$ cat src/rtl/seq_priority_encoder_if.sv
// Request/grant bundle for seq_priority_encoder: sticky request inputs and
// the valid/ready grant channel. slave = encoder side, master = requester/consumer side.
interface seq_priority_encoder_if #(
    parameter int N = 16
);
    localparam int W = $clog2(N);

    logic [N-1:0] req;
    logic         enable;
    logic         o_ready;
    logic         o_valid;
    logic [W-1:0] o_idx;
    logic [N-1:0] pend;
    logic         overflow;

    modport master (
        output req, enable, o_ready,
        input  o_valid, o_idx, pend, overflow
    );

    modport slave (
        input  req, enable, o_ready,
        output o_valid, o_idx, pend, overflow
    );
endinterface

$ cat src/rtl/seq_priority_encoder.sv
// Registered N-to-log2(N) priority encoder with sticky request capture and a valid/ready grant.
// Define SEQ_PRIORITY_ENCODER_ROUND_ROBIN_EN for a rotating priority pointer; default is fixed priority.
module seq_priority_encoder #(
    parameter int N = 16
) (
    input  logic                 clk,
    input  logic                 rst_n,
    seq_priority_encoder_if.slave bus
);
    localparam int W = $clog2(N);

    typedef enum logic {IDLE, HOLD} state_t;

    state_t       state;
    logic [N-1:0] pend_p0;
    logic         vld_p0;
    logic [W-1:0] idx_p0;
    logic         ovf_p0;
    logic [W-1:0] ptr;
    logic [W-1:0] sel;
    logic         grant;
    logic [N-1:0] clr;
    logic [N-1:0] set_v;

    // Scan ptr, ptr-1, ..., 0, N-1, ..., ptr+1; the first set bit wins.
    function automatic logic [W-1:0] pick_idx(input logic [N-1:0] p, input logic [W-1:0] start);
        logic [W-1:0] idx;
        logic         found;
        int           j;
        idx   = '0;
        found = 1'b0;
        for (int k = 0; k < N; k++) begin
            j = int'(start) - k;
            if (j < 0) j = j + N;
            if (!found && p[j[W-1:0]]) begin
                idx   = j[W-1:0];
                found = 1'b1;
            end
        end
        return idx;
    endfunction

    assign sel   = pick_idx(pend_p0, ptr);
    assign grant = (pend_p0 != '0) && ((state == IDLE) || bus.o_ready);
    assign clr   = grant ? (N'(1) << sel) : '0;
    assign set_v = bus.req & {N{bus.enable}};

`ifdef SEQ_PRIORITY_ENCODER_ROUND_ROBIN_EN
    always_ff @(posedge clk) begin
        if (!rst_n) begin
            ptr <= W'(N - 1);
        end else if (grant) begin
            ptr <= (sel == '0) ? W'(N - 1) : sel - 1'b1;
        end
    end
`else
    assign ptr = W'(N - 1);
`endif

    // Capture and grant share one edge; a set landing on a just-cleared bit is a fresh request.
    always_ff @(posedge clk) begin
        if (!rst_n) begin
            state   <= IDLE;
            pend_p0 <= '0;
            vld_p0  <= 1'b0;
            idx_p0  <= '0;
            ovf_p0  <= 1'b0;
        end else begin
            pend_p0 <= (pend_p0 & ~clr) | set_v;
            ovf_p0  <= |(set_v & pend_p0 & ~clr);
            case (state)
                IDLE: begin
                    if (grant) begin
                        idx_p0 <= sel;
                        vld_p0 <= 1'b1;
                        state  <= HOLD;
                    end
                end
                HOLD: begin
                    if (bus.o_ready) begin
                        if (grant) begin
                            idx_p0 <= sel;
                        end else begin
                            vld_p0 <= 1'b0;
                            state  <= IDLE;
                        end
                    end
                end
                default: state <= IDLE;
            endcase
        end
    end

    assign bus.pend     = pend_p0;
    assign bus.o_valid  = vld_p0;
    assign bus.o_idx    = idx_p0;
    assign bus.overflow = ovf_p0;
endmodule

$ cat src/flat_wrapper.sv
// flat-port wrapper written by rule: the top's interface ports become plain ports
module seq_priority_encoder_flat 
#(
    parameter int N = 16
)
  (clk, rst_n, bus_req, bus_enable, bus_o_ready, bus_o_valid, bus_o_idx, bus_pend, bus_overflow);
  seq_priority_encoder_if #(.N(N)) bus_i ();
  input  logic clk;
  input  logic rst_n;
  input wire logic [$bits(bus_i.req)-1:0] bus_req;
  input wire logic [$bits(bus_i.enable)-1:0] bus_enable;
  input wire logic [$bits(bus_i.o_ready)-1:0] bus_o_ready;
  output wire logic [$bits(bus_i.o_valid)-1:0] bus_o_valid;
  output wire logic [$bits(bus_i.o_idx)-1:0] bus_o_idx;
  output wire logic [$bits(bus_i.pend)-1:0] bus_pend;
  output wire logic [$bits(bus_i.overflow)-1:0] bus_overflow;
  assign bus_i.req = bus_req;
  assign bus_i.enable = bus_enable;
  assign bus_i.o_ready = bus_o_ready;
  assign bus_o_valid = bus_i.o_valid;
  assign bus_o_idx = bus_i.o_idx;
  assign bus_pend = bus_i.pend;
  assign bus_overflow = bus_i.overflow;
  seq_priority_encoder #(.N(N)) u_core (.clk(clk), .rst_n(rst_n), .bus(bus_i));
endmodule
$ cat config.mk
export PLATFORM = sky130hd
export DESIGN_NAME = seq_priority_encoder_flat
export DESIGN_NICKNAME = d
export VERILOG_FILES = /design/src/rtl/seq_priority_encoder_if.sv /design/src/rtl/seq_priority_encoder.sv /design/src/flat_wrapper.sv
export SDC_FILE = /design/constraint.sdc
export NUM_CORES = 1
export LEC_CHECK = 0
export CORE_ASPECT_RATIO = 0.5
export CORE_UTILIZATION = 45
export DETAILED_ROUTE_END_ITERATION = 10
export HOLD_SLACK_MARGIN = 0.15
export PLACE_DENSITY = 0.77
export SYNTH_ARGS = -nofsm -noshare
export SYNTH_HDL_FRONTEND = slang
export SYNTH_SLANG_ARGS = --single-unit
$ cat constraint.sdc
create_clock -name clk -period 4.1 [get_ports clk]
set_clock_uncertainty 0.1 [all_clocks]
set_input_delay 0.615 -clock clk [delete_from_list [all_inputs] [get_ports clk]]
set_output_delay 0.615 -clock clk [all_outputs]
set_load 0.02 [all_outputs]
==> impl_metrics.py, run 1 <==
metrics = {
    "synthesis": {
        "synth_edf_count": 0,
        "yosysUniqueCellTypes": 48,
        "ys_async_sr_fraction_pct": 0,
        "yosys.cell_count.top_type": "dfxtp_1",
        "synth.largest_area_cell": "dfxtp_1",
        "synth_nets": 183,
        "syn_inst": 163,
        "synth_area_sq_um": 1386,
        "synth-seq-cells": 23,
        "yosysTopAreaCellShare_pct": 33.21,
        "yosysSeqAreaShare_pct": 33.21,
        "synth-main-ff-cell": "dfxtp_1",
        "synthTopCellsByArea": "dfxtp_1 (33%), a21boi_0 (8.1%), o21ai_0 (5.8%)",
        "synth_warnings": 0,
        "synth_area_per_cell_sq_um": 8.505,
        "synth_common_cells": "dfxtp_1 (23), nand2_1 (20), o21ai_0 (16)",
    },
    "finish": {
        "fillers": 241,
        "multi_input_area_sq_um": 855.8,
        "final_cells": 240,
        "final_net_count": 224,
        "syn_to_final_growth_pct": 32.76,
        "final_layout_size_suffix_gt1_share_pct": 11.33,
        "n_antenna_cell": 0,
        "regArea_sq_um": 460.4,
    },
    "timing": {
        "timing.fmax_ghz": 0.2759,
        "finalCritPeriodShare_pct": 88.39,
        "tns_ns": 0,
        "drv_slew": 0,
        "setup_violations": 0,
        "period_minus_slack_ns": 3.624,
        "hold_viol_final": 0,
        "worst_slack_ns": 0.4761,
        "grt_setup_unrepaired": "no",
        "worstMarginPinSlew_ns": 0.7672,
        "relSlewSlack_pct": 48.63,
    },
    "placed_design": {
        "hpwlAfterDp_um": 3077,
        "portBuffers": 41,
        "gp_congestion": 0.8961,
        "dp_slack_ns": 0.5622,
        "dp_cells": 236,
    },
    "floorplanning": {
        "die_w_um": 80.50,
        "start_util_pct": 50.43,
        "io_pins": 42,
        "coreArea_sq_um": 2749,
        "rows": 13,
        "dieArea_sq_um": 3320,
        "die_h_um": 41.25,
    },
    "routing": {
        "drc": 0,
        "ant_nets": 0,
        "wl_um": 4019,
        "dr_total_vias": 1448,
        "drtPass1Iterations": 4,
        "wl_per_cell_um": 16.75,
        "drtIter0Drc": 150,
        "via_per_inst": 6.033,
    },
    "setup_path": {
        "cp_slowest_stage_delay_ns": 0.66,
        "end_kind": "flop",
        "criticalPathCategory": "flop to flop",
        "crit_arrival_ns": 3.69,
        "worst-path-max-fanout": 12,
        "crit_chain": "nor4_2 > nand3_1 > o211ai_1 > or4b_4 > a221o_1 > or4_1 > o311a_1",
        "cpMaxStageDelayCell": "o211ai_1",
        "cp-start-kind": "flop",
        "required_ns": 4.17,
    },
    "grt": {
        "grt_use_total_pct": 26.55,
        "grt_max_degree": 24,
        "grt_pass1_wl_um": 6168,
        "overflow": 0,
        "antenna_found_initial": 0,
        "first_global_vias": 1177,
    },
    "cts": {
        "htree_levels": 1,
        "clkSinkCount": 23,
        "cts_max_path_buffers": 2,
        "clkLatencyLatePin_ns": 0.27,
        "cts_resized": 0,
        "cts_tree": "done",
        "clockRootBuffer": "clkbuf_8",
        "ctsHoldBuffers": 0,
        "numCtsBuffers": 3,
        "cts_setup_buffers": 0,
        "clkSlewWorstSetupHoldPaths_ns": 0.09,
    },
    "outcome": {
        "status": "completed",
    },
    "power": {
        "p_leak_uw": 0.0007126,
        "ir_drop_mv": 0.2267,
        "p_per_area_nw_per_um2": 340.3,
    },
    "min_path": {
        "min_path_type": "flop to flop",
    },
    "run": {
        "cap_violations": 0,
    },
}
==> worst paths after layout <==
path / cells past startpoint / slack [ns] / end / from
max: 7 / 0.48 / u_core.bus.overflow / u_core.bus.pend[12]
min: 2 / 0.39 / u_core.bus.o_idx[1] / u_core.bus.o_idx[1]
min reg2reg: 2 / 0.39 / u_core.bus.o_idx[1] / u_core.bus.o_idx[1]
max reg2reg: 7 / 0.48 / u_core.bus.overflow / u_core.bus.pend[12]
==> placed cells by master, fill, tap and decap left out, types with 2 or more instances in the layout <==
cell and count:
o21ai_0 16, nor4_1 2, a21boi_0 15, nor2_1 9, a21oi_1 4, nand2b_1 3, dfxtp_1 23, nand3_1 2
nor4_2 2, a32o_1 2, inv_1 6, a211o_2 2, nand2_1 20, or3_1 2, nor2b_1 6, and3_2 3
o211ai_1 5, clkbuf_8 3, o211a_1 4, a22oi_1 4, clkdlybuf4s50_1 41, or4_1 2, or2_2 2
==> cell families (layout without fill, tap and decap cells) <==
logic type / Yosys count / after routing / synth area share [%]
compound gates: 64 / 64 / 33.85
buf+inv: 11 / 51 / 5.054
flops: 23 / 23 / 33.21
simple gates: 65 / 65 / 27.89
==> power breakdown <==
group	total [uW]	switching, uW	internal [uW]	leakage, uW
combinational	213	114	99.8	0.000499
clock	145	75.9	69.6	0.0000228
sequential	268	25.2	242	0.000191
==> state kept, by name, indices dropped and copies added (netlist names) <==
register	cells
u_core.bus.pend	16
u_core.bus.o_idx	4
u_core.bus.o_valid	1
u_core.bus.overflow	1
u_core.state	1
==> per-layer routing <==
metal,up-vias,share of wire (%),global-route usage (%)
met3,2,9.7,6.000
li1,699,-,-
met4,0,0.47,5.357
met2,74,38,35.81
met5,-,0,0
met1,673,51,41.15
==> per-stage QoR <==
step                      power [uW]  util (%)  cell area [sq um]  hold WS [ns]
after floorplan                395.5         -               1386        0.4153
after global placement         482.1     65.32               1795        0.3704
after detailed placement       481.5     65.32               1795        0.3856
after CTS                      628.4     66.95               1841        0.3956
after global routing           660.6     66.95               1841        0.4271
final                          626.4     66.95               1841        0.3914
==> final cells by class <==
cell class	instances	share of cell area, %
repair buffers	41	22.30
well taps	37	2.515
multi-input cells	129	46.50
inverters	6	1.224
clock buffers	4	2.447
flip-flops and latches	23	25.02
==> worst max-delay path: cells and delay by family, from the launching register on <==
kind,cells,cell delay (ns)
AO/OA/AOI/OAI,3,1.35
flip-flops,1,0.39
AND/OR/NAND/NOR,4,1.68
Power figures use the tool's default switching activity.
==> run 2: changes to the inputs <==
--- a/config.mk
+++ b/config.mk
@@ -5,7 +5,8 @@
 export SDC_FILE = /design/constraint.sdc
 export NUM_CORES = 1
 export LEC_CHECK = 0
-export CORE_ASPECT_RATIO = 0.5
+export CAP_MARGIN = 20
+export CORE_ASPECT_RATIO = 2
 export CORE_UTILIZATION = 45
 export DETAILED_ROUTE_END_ITERATION = 10
 export HOLD_SLACK_MARGIN = 0.15
==> impl_metrics.py, run 2 (synthesis results as in run 1) <==
metrics = {
    "cts": {
        "cts_resized": 0,
        "numCtsBuffers": 3,
        "cts_tree": "done",
        "ctsHoldBuffers": 0,
        "htree_levels": 1,
        "clockRootBuffer": "clkbuf_8",
        "clkSinkCount": 23,
        "clkSlewWorstSetupHoldPaths_ns": 0.08,
        "cts_max_path_buffers": 2,
        "clkLatencyLatePin_ns": 0.27,
        "cts_setup_buffers": 0,
    },
    "floorplanning": {
        "rows": 28,
        "die_h_um": 80.50,
        "die_w_um": 41.25,
        "dieArea_sq_um": 3320,
        "io_pins": 42,
        "start_util_pct": 47.11,
        "coreArea_sq_um": 2943,
    },
    "finish": {
        "n_antenna_cell": 0,
        "final_layout_size_suffix_gt1_share_pct": 11.33,
        "final_net_count": 224,
        "layout_common_cells": "clkdlybuf4s50_1 (41), dfxtp_1 (23), nand2_1 (20), o21ai_0 (16), a21boi_0 (15)",
        "postLayoutCoreUtil_pct": 62.24,
        "fillers": 290,
        "syn_to_final_growth_pct": 32.13,
        "stdcell_area_sq_um": 1832,
        "mostFrequentLayoutCell": "clkdlybuf4s50_1",
        "largest_reg_flops": 16,
    },
    "placed_design": {
        "dp_slack_ns": 0.6254,
        "hpwlAfterDp_um": 3083,
        "post_dp_cell_area_sq_um": 1787,
        "portBuffers": 41,
        "gp_congestion": 0.8985,
    },
    "routing": {
        "ant_nets": 0,
        "drtIter0Drc": 46,
        "drtPass1Iterations": 5,
        "wl_um": 3985,
        "via_per_inst": 6.288,
        "drc": 0,
        "dr_total_vias": 1465,
        "wl_per_cell_um": 17.10,
    },
    "grt": {
        "grt_use_total_pct": 27.17,
        "overflow": 0,
        "grt_pass1_wl_um": 6299,
        "antenna_found_initial": 0,
        "grt_max_degree": 24,
        "first_global_vias": 1391,
    },
    "setup_path": {
        "crit_arrival_ns": 3.64,
        "required_ns": 4.16,
        "end_kind": "flop",
        "worst-path-max-fanout": 12,
        "cp-start-kind": "flop",
        "criticalPathCategory": "flop to flop",
    },
    "timing": {
        "worst_slack_ns": 0.5177,
        "timing.fmax_ghz": 0.2792,
        "finalCritPeriodShare_pct": 87.37,
        "period_minus_slack_ns": 3.582,
        "drv_slew": 0,
        "worstMarginPinSlew_ns": 0.7472,
        "relSlewSlack_pct": 49.97,
        "grt_setup_unrepaired": "no",
        "setup_violations": 0,
        "tns_ns": 0,
        "hold_viol_final": 0,
    },
    "min_path": {
        "min_path_type": "flop to flop",
    },
    "power": {
        "switching_share_pct": 33.70,
        "p_leak_uw": 0.0007126,
        "p_sw_uw": 209.2,
        "seqPwrFrac_pct": 43.1,
        "ir_drop_mv": 0.1953,
        "p_per_area_nw_per_um2": 338.9,
        "power_frac_comb_pct": 34.0,
        "p_clk_share_pct": 22.9,
        "internal_power_uw": 411.6,
    },
    "run": {
        "cap_violations": 0,
    },
    "outcome": {
        "status": "completed",
    },
}
run 2: power groups by stage:
stage / clock [uW] / combinational [uW] / sequential, uW
3_5_place_dp: 0 / 210 / 272
6_report: 142 / 211 / 268
5_1_grt: 152 / 230 / 270
2_1_floorplan: 0 / 106 / 289
4_1_cts: 147 / 211 / 267
3_3_place_gp: 0 / 208 / 271
run 2: area by class of cell:
type,count,area (sq um),area share [%]
clock buffers,4,45.04,2.459
flip-flops and latches,23,460.4,25.14
inverters,6,22.52,1.230
repair buffers,41,410.4,22.40
multi-input cells,129,855.8,46.72
well taps,30,37.54,2.049
run 2: critical path, stage by stage (launching register included):
cell,delay (ns)
dfxtp_1,0.38
nor4_2,0.51
o21ai_0,0.18
o211ai_1,0.65
or4b_4,0.56
a221o_1,0.32
or4_1,0.41
o311a_1,0.36
run 2: stage by stage:
stage          hold slack, ns  power [uW]  instances
6_report               0.3912       620.8        233
4_1_cts                0.3954       625.1        233
5_1_grt                0.4258       652.0        233
2_1_floorplan          0.4153       395.5        163
3_3_place_gp           0.3717       478.6        229
3_5_place_dp           0.3842       481.8        229
run 2: worst paths after layout:
| check | from | to | slack, ns | cells after the start |
|---|---|---|---|---|
| setup / recovery | u_core.bus.pend[7] | u_core.bus.overflow | 0.52 | 7 |
| hold / removal | u_core.bus.o_idx[2] | u_core.bus.o_idx[2] | 0.39 | 2 |
| setup reg to reg | u_core.bus.pend[7] | u_core.bus.overflow | 0.52 | 7 |
| hold reg to reg | u_core.bus.o_idx[2] | u_core.bus.o_idx[2] | 0.39 | 2 |
run 2: per-layer routing:
| metal | track usage [%] | vias up | part of all wire, % |
|---|---|---|---|
| met5 | 0 | - | 0 |
| met4 | 14.84 | 0 | 4.5 |
| met3 | 3.867 | 19 | 4.1 |
| met2 | 47.19 | 59 | 54 |
| met1 | 28.28 | 686 | 37 |
| li1 | - | 701 | - |
